$ cat src/rtl/gcd_ctrl.sv
// GCD sequencer driving the shared 32-bit ALU by repeated subtraction.
// Optional GCD_ITER_CNT_EN adds a saturating 16-bit iter_cnt output.
module gcd_ctrl #(
  parameter int WIDTH = 32
) (
  input  logic             clk,
  input  logic             rst_n,
  input  logic             in_valid,
  output logic             in_ready,
  input  logic [WIDTH-1:0] in_a,
  input  logic [WIDTH-1:0] in_b,
  output logic             out_valid,
  input  logic             out_ready,
  output logic [WIDTH-1:0] out_gcd,
  output logic [31:0]      alu_a,
  output logic [31:0]      alu_b,
  output logic [3:0]       alu_s,
  output logic             alu_cin,
  input  logic [31:0]      alu_d
`ifdef GCD_ITER_CNT_EN
  ,
  output logic [15:0]      iter_cnt
`endif
);

  localparam logic [3:0] OP_NOP = 4'b0000;
  localparam logic [3:0] OP_NE  = 4'b1111;
  localparam logic [3:0] OP_LT  = 4'b1110;
  localparam logic [3:0] OP_ADC = 4'b0001;

  typedef enum logic [2:0] {
    S_IDLE,
    S_CHK,
    S_NE,
    S_LT,
    S_SUB,
    S_DONE
  } state_e;

  state_e           state_q, state_d;
  logic [WIDTH-1:0] ra_q, ra_d;
  logic [WIDTH-1:0] rb_q, rb_d;
  logic             lt_q, lt_d;
  logic [WIDTH-1:0] alu_res;

  assign alu_res = alu_d[WIDTH-1:0];

`ifdef GCD_ITER_CNT_EN
  logic [15:0] cnt_q, cnt_d;
  assign iter_cnt = cnt_q;
`endif

  // NOTE: every variable gets a default at the top of the block so no
  // path leaves it unassigned; a missing default would infer a latch.
  always_comb begin
    state_d = state_q;
    ra_d    = ra_q;
    rb_d    = rb_q;
    lt_d    = lt_q;
`ifdef GCD_ITER_CNT_EN
    cnt_d   = cnt_q;
`endif
    unique case (state_q)
      S_IDLE: begin
        if (in_valid) begin
          ra_d    = in_a;
          rb_d    = in_b;
          state_d = S_CHK;
        end
      end
      S_CHK: begin
`ifdef GCD_ITER_CNT_EN
        cnt_d = '0;
`endif
        if (ra_q == '0) begin
          ra_d    = rb_q;
          state_d = S_DONE;
        end else if (rb_q == '0) begin
          state_d = S_DONE;
        end else begin
          state_d = S_NE;
        end
      end
      S_NE:  state_d = alu_d[0] ? S_LT : S_DONE;
      S_LT: begin
        lt_d    = alu_d[0];
        state_d = S_SUB;
      end
      S_SUB: begin
        // The smaller operand is subtracted from the larger one.
        if (lt_q) rb_d = alu_res;
        else      ra_d = alu_res;
`ifdef GCD_ITER_CNT_EN
        if (cnt_q != 16'hFFFF) cnt_d = cnt_q + 16'd1;
`endif
        state_d = S_NE;
      end
      S_DONE: if (out_ready) state_d = S_IDLE;
      default: state_d = S_IDLE;
    endcase
  end

  // NOTE: state flops use non-blocking assignments so every register
  // samples the pre-edge values regardless of statement order.
  always_ff @(posedge clk or negedge rst_n) begin
    if (!rst_n) begin
      state_q <= S_IDLE;
      ra_q    <= '0;
      rb_q    <= '0;
      lt_q    <= 1'b0;
`ifdef GCD_ITER_CNT_EN
      cnt_q   <= '0;
`endif
    end else begin
      state_q <= state_d;
      ra_q    <= ra_d;
      rb_q    <= rb_d;
      lt_q    <= lt_d;
`ifdef GCD_ITER_CNT_EN
      cnt_q   <= cnt_d;
`endif
    end
  end

  // Outputs decode from flops only, so reset reaches them immediately.
  always_comb begin
    in_ready  = (state_q == S_IDLE);
    out_valid = (state_q == S_DONE);
    out_gcd   = (state_q == S_DONE) ? ra_q : '0;
    alu_s     = OP_NOP;
    alu_a     = '0;
    alu_b     = '0;
    alu_cin   = 1'b0;
    unique case (state_q)
      S_NE: begin
        alu_s = OP_NE;
        alu_a = 32'(ra_q);
        alu_b = 32'(rb_q);
      end
      S_LT: begin
        alu_s = OP_LT;
        alu_a = 32'(ra_q);
        alu_b = 32'(rb_q);
      end
      S_SUB: begin
        alu_s   = OP_ADC;
        alu_cin = 1'b1;
        if (lt_q) begin
          alu_a = 32'(rb_q);
          alu_b = 32'(~ra_q);
        end else begin
          alu_a = 32'(ra_q);
          alu_b = 32'(~rb_q);
        end
      end
      default: ;
    endcase
  end

endmodule

$ cat config.mk
export PLATFORM = sky130hd
export DESIGN_NAME = gcd_ctrl
export DESIGN_NICKNAME = d
export VERILOG_FILES = /design/src/rtl/gcd_ctrl.sv
export SDC_FILE = /design/constraint.sdc
export NUM_CORES = 1
export LEC_CHECK = 0
export BUFFER_PORTS_ARGS = -buffer_cell sky130_fd_sc_hd__buf_2
export CORE_ASPECT_RATIO = 0.7
export CORE_MARGIN = 8
export CORE_UTILIZATION = 44
export DETAILED_ROUTE_END_ITERATION = 6
export PLACE_DENSITY_LB_ADDON = 0.15
export SYNTH_ARGS = -nofsm -noshare
export SYNTH_HDL_FRONTEND = slang
export SYNTH_SLANG_ARGS = --single-unit
$ cat constraint.sdc
create_clock -name clk -period 2.8 [get_ports clk]
set_input_delay 0.56 -clock clk [delete_from_list [all_inputs] [get_ports clk]]
set_output_delay 0.56 -clock clk [all_outputs]
set_load 0.005 [all_outputs]
==> results.toml <==
[worst_setup_path]
worst_ep_required_time_ps = 2240
category_of_the_most_critical_setup_path = "reg2out"
critical_path_cell_count = 7
worstPathMaxFanout = 19
critPathLaunch = "state_q[1]"
timing.reg2reg.setup_slack_ps = 420
crit_path_cell_trace = "nand2b_1 > or2_1 > buf_4 > o21ai_2 > buf_6 > a22o_1 > buf_2"
startpoint_type = "flop"
worst_r2r_endpoint = "ra_q[8]"
cpPeakStageDelay_ps = 460
setup.worst_path.end_class = "output port"
critical-path-slowest-cell = "dfrtp_2"
crit_end = "alu_a[29]"
worst_ep_arrival_time_ps = 2130
cp.buffers_inverters = 3
critical_path.top_delay_family = "buffers and inverters"
r2r.worst_path.cells = 4
worst_r2r_startpoint = "state_q[0]"

[floorplanning]
floorplan.io_pins = 203
core_um2 = 10400
fp.dieH_um = 103
start_util_pct = 45.4
die-width_um = 140
fp-row-count = 31
design.die.area_um2 = 14300

[global_route]
number_of_antenna_violations_at_the_first_check_in_global_routing = 1
first_global_vias = 4939
gr-usage-all-layers_pct = 22.3
grt_overflow = 0
grt_first_pass_wirelength_mm = 25.9
pin_count_of_the_biggest_net_entering_global_routing = 69

[pwr]
vdd_ir_drop_max_uv = 538
intPower_mw = 4.28
proportion_of_power_drawn_by_flip_flops_and_latches_pct = 29.6
pwr-share-comb_pct = 57.7
cellLeakagePower_nw = 3.07
p_per_area_nw_per_um2 = 1270
netSwitchingFraction_pct = 44.9
p_switching_mw = 3.48
total_power_mw = 7.75
share_clk_of_total_power_pct = 12.8

[placement]
final_hpwl_dp_mm = 12.1
place.detailed.instances = 825
dpl_cell_area_um2 = 5840
placement.io_buffers = 202
gp_routability_congestion = 0.860

[cts]
cts_max_level = 3
cts.clk_slew.worst_paths_ps = 50
cts_inserted_buffers = 9
cts_tree = "yes"
cts-root-to-sink-buffers = 2
post_cts.repair.setup_buffers = 0
clk_root_buffer_cell = "clkbuf_16"
cts.sinks = 68
clock_latency_ps = 320

[outcome]
outcome = "completed"

[route]
detailedRoute.firstIterationViolations = 362
totalWireLength_mm = 16.2
detailroute.via_count = 4764
vias_per_cell = 5.68
route.detailed.drc = 0
detail_route.first_pass.iterations = 5
routedWlPerCell_um = 19.4
ant_nets = 0

[layout]
layout-area-overhead-vs-synth_pct = 29.8
finalNonFillerCells = 839
n_fill_cell = 927
final_layout_size_suffix_gt1_share_pct = 38.8
nets = 804
total_area_of_multi_input_combinational_cells_um2 = 2820
antenna_cell_count = 0
final-seq-area_um2 = 1700
post-route-cell-area_um2 = 6120

[sta]
worst_slew_margin_rel_pct = 21.7
setup_viol_count_final = 0
hold_violations_final = 0
fin_skew_ps = 5.96
grt_setup_unrepaired = "true"
worst_hold_slack_ps = 338
setup-tns-final_ps = 0
final_min_period_over_clock_period_pct = 96.0
timing.final.crit_period_ps = 2690
timing_max_transition_violations_final = 0
max_slew.worst_pin.slew_ps = 1170
timing.fmax_mhz = 372

[synthesis]
yosys_most_used_dff = "dfrtp_1"
post_synth_inst_count = 521
ffs_w_async_s_r_synth_pct = 100
synthesis.area_per_instance_um2 = 9.05
synth_edf_count = 0
synthesis.nets = 621
synth.distinct_cells = 28
ys_ff_latch = 68
syn_area_um2 = 4720
yosysSeqAreaShare_pct = 36.1
count_of_warnings_emitted_by_yosys = 0

[run]
drv.max_cap_violation_count = 0

[hold_path]
hold_path.class = "in2async"
[worst reg2reg max path: stages, from the launching register on]
cell and delay (ps):
dfrtp_1 510, nand2b_1 150, nand2b_2 240, o21ai_4 920
mux2_2 450
[registers in the layout, summed over array words and instances (netlist names)]
name and cells:
ra_q 32, state_q 3, lt_q 1, rb_q 32
[repair_timing]
item	in CTS	in global routing
setup endpoints to repair	0	46
hold buffers	0	0
gates resized for setup	0	6
[layer usage]
metal  global-route usage, %  vias to the layer above  routed length (um)
li1                        -                     2284                   -
met1                    29.2                     2265                7460
met2                    36.7                      197                7450
met3                    5.92                       16                1190
met4                    4.73                        2                 121
met5                       0                        -                  13
[final cells by class]
class | instances | share of cell area, %
Clock buffer | 11 | 3.96
Multi-Input combinational cell | 403 | 46.1
Timing Repair Buffer | 219 | 18.9
Tap cell | 132 | 2.70
Sequential cell | 68 | 27.8
Clock inverter | 3 | 0.245
Inverter | 3 | 0.245
[metrics by stage]
step | utilization (%) | setup slack [ps]
after floorplan | - | 610
after global placement | 56.2 | 434
after detailed placement | 56.2 | 388
after CTS | 58.7 | 49.8
after global routing | 58.9 | -6.78
final | 58.9 | 111
[cell usage after synthesis, drive strengths merged, types with 2 or more instances]
| cell type | instances | area [um^2] |
|---|---|---|
| nand2b | 6 | 37.5 |
| nor2 | 71 | 267 |
| nand4 | 4 | 25.0 |
| a22o | 64 | 561 |
| o221ai | 2 | 17.5 |
| buf | 25 | 128 |
| nor4 | 16 | 100 |
| clkbuf | 22 | 82.6 |
| mux2i | 64 | 641 |
| inv | 2 | 7.50 |
| o21ai | 37 | 185 |
| and2 | 33 | 206 |
| dfrtp | 68 | 1700 |
| nand2 | 34 | 128 |
| o22ai | 32 | 200 |
| mux2 | 33 | 372 |
| a21oi | 3 | 26.3 |
[kinds of logic (layout without fill, tap and decap cells)]
group	Yosys count	after routing	share of synthesized area, %
simple gates	166	166	16.4
compound gates	140	140	21.3
mux	97	97	21.5
flops	68	68	36.1
buf+inv	50	236	4.70
[worst min path at each step]
stage             start  endpoint  slack [ps]  cells past startpoint
2_1_floorplan     rst_n      lt_q         260                      0
3_3_place_gp   rb_q[12]  rb_q[12]         560                      2
3_5_place_dp   ra_q[17]  ra_q[17]         570                      1
4_1_cts           rst_n  ra_q[27]         370                      1
5_1_grt           rst_n  ra_q[26]         400                      1
6_report          rst_n  ra_q[26]         340                      1
[placed cells by master, fill, tap and decap left out, types with 2 or more instances in the layout]
cell | Yosys | final
clkbuf_16 | 0 | 9
a22o_1 | 64 | 64
buf_4 | 3 | 15
o21ai_0 | 24 | 24
nand2b_1 | 6 | 5
mux2i_1 | 64 | 64
mux2_2 | 32 | 32
clkinv_2 | 0 | 3
nand4_1 | 4 | 4
buf_2 | 18 | 201
o21ai_1 | 13 | 11
dfrtp_2 | 0 | 2
buf_6 | 0 | 2
o221ai_1 | 2 | 2
a21oi_4 | 1 | 2
dfrtp_1 | 68 | 66
and2_1 | 33 | 33
nor2_1 | 71 | 70
nand2_1 | 34 | 34
nor4_1 | 16 | 16
o22ai_1 | 32 | 32
[power groups by stage]
stage | clock network (mW) | registers, mW | logic [mW]
detailed placement | 0 | 2.28 | 4.47
global route | 1.06 | 2.38 | 4.92
global placement | 0 | 2.25 | 4.38
floorplan | 0 | 1.99 | 3.09
finish | 0.989 | 2.29 | 4.47
CTS | 1.01 | 2.27 | 4.49
Power figures use the tool's default switching activity.
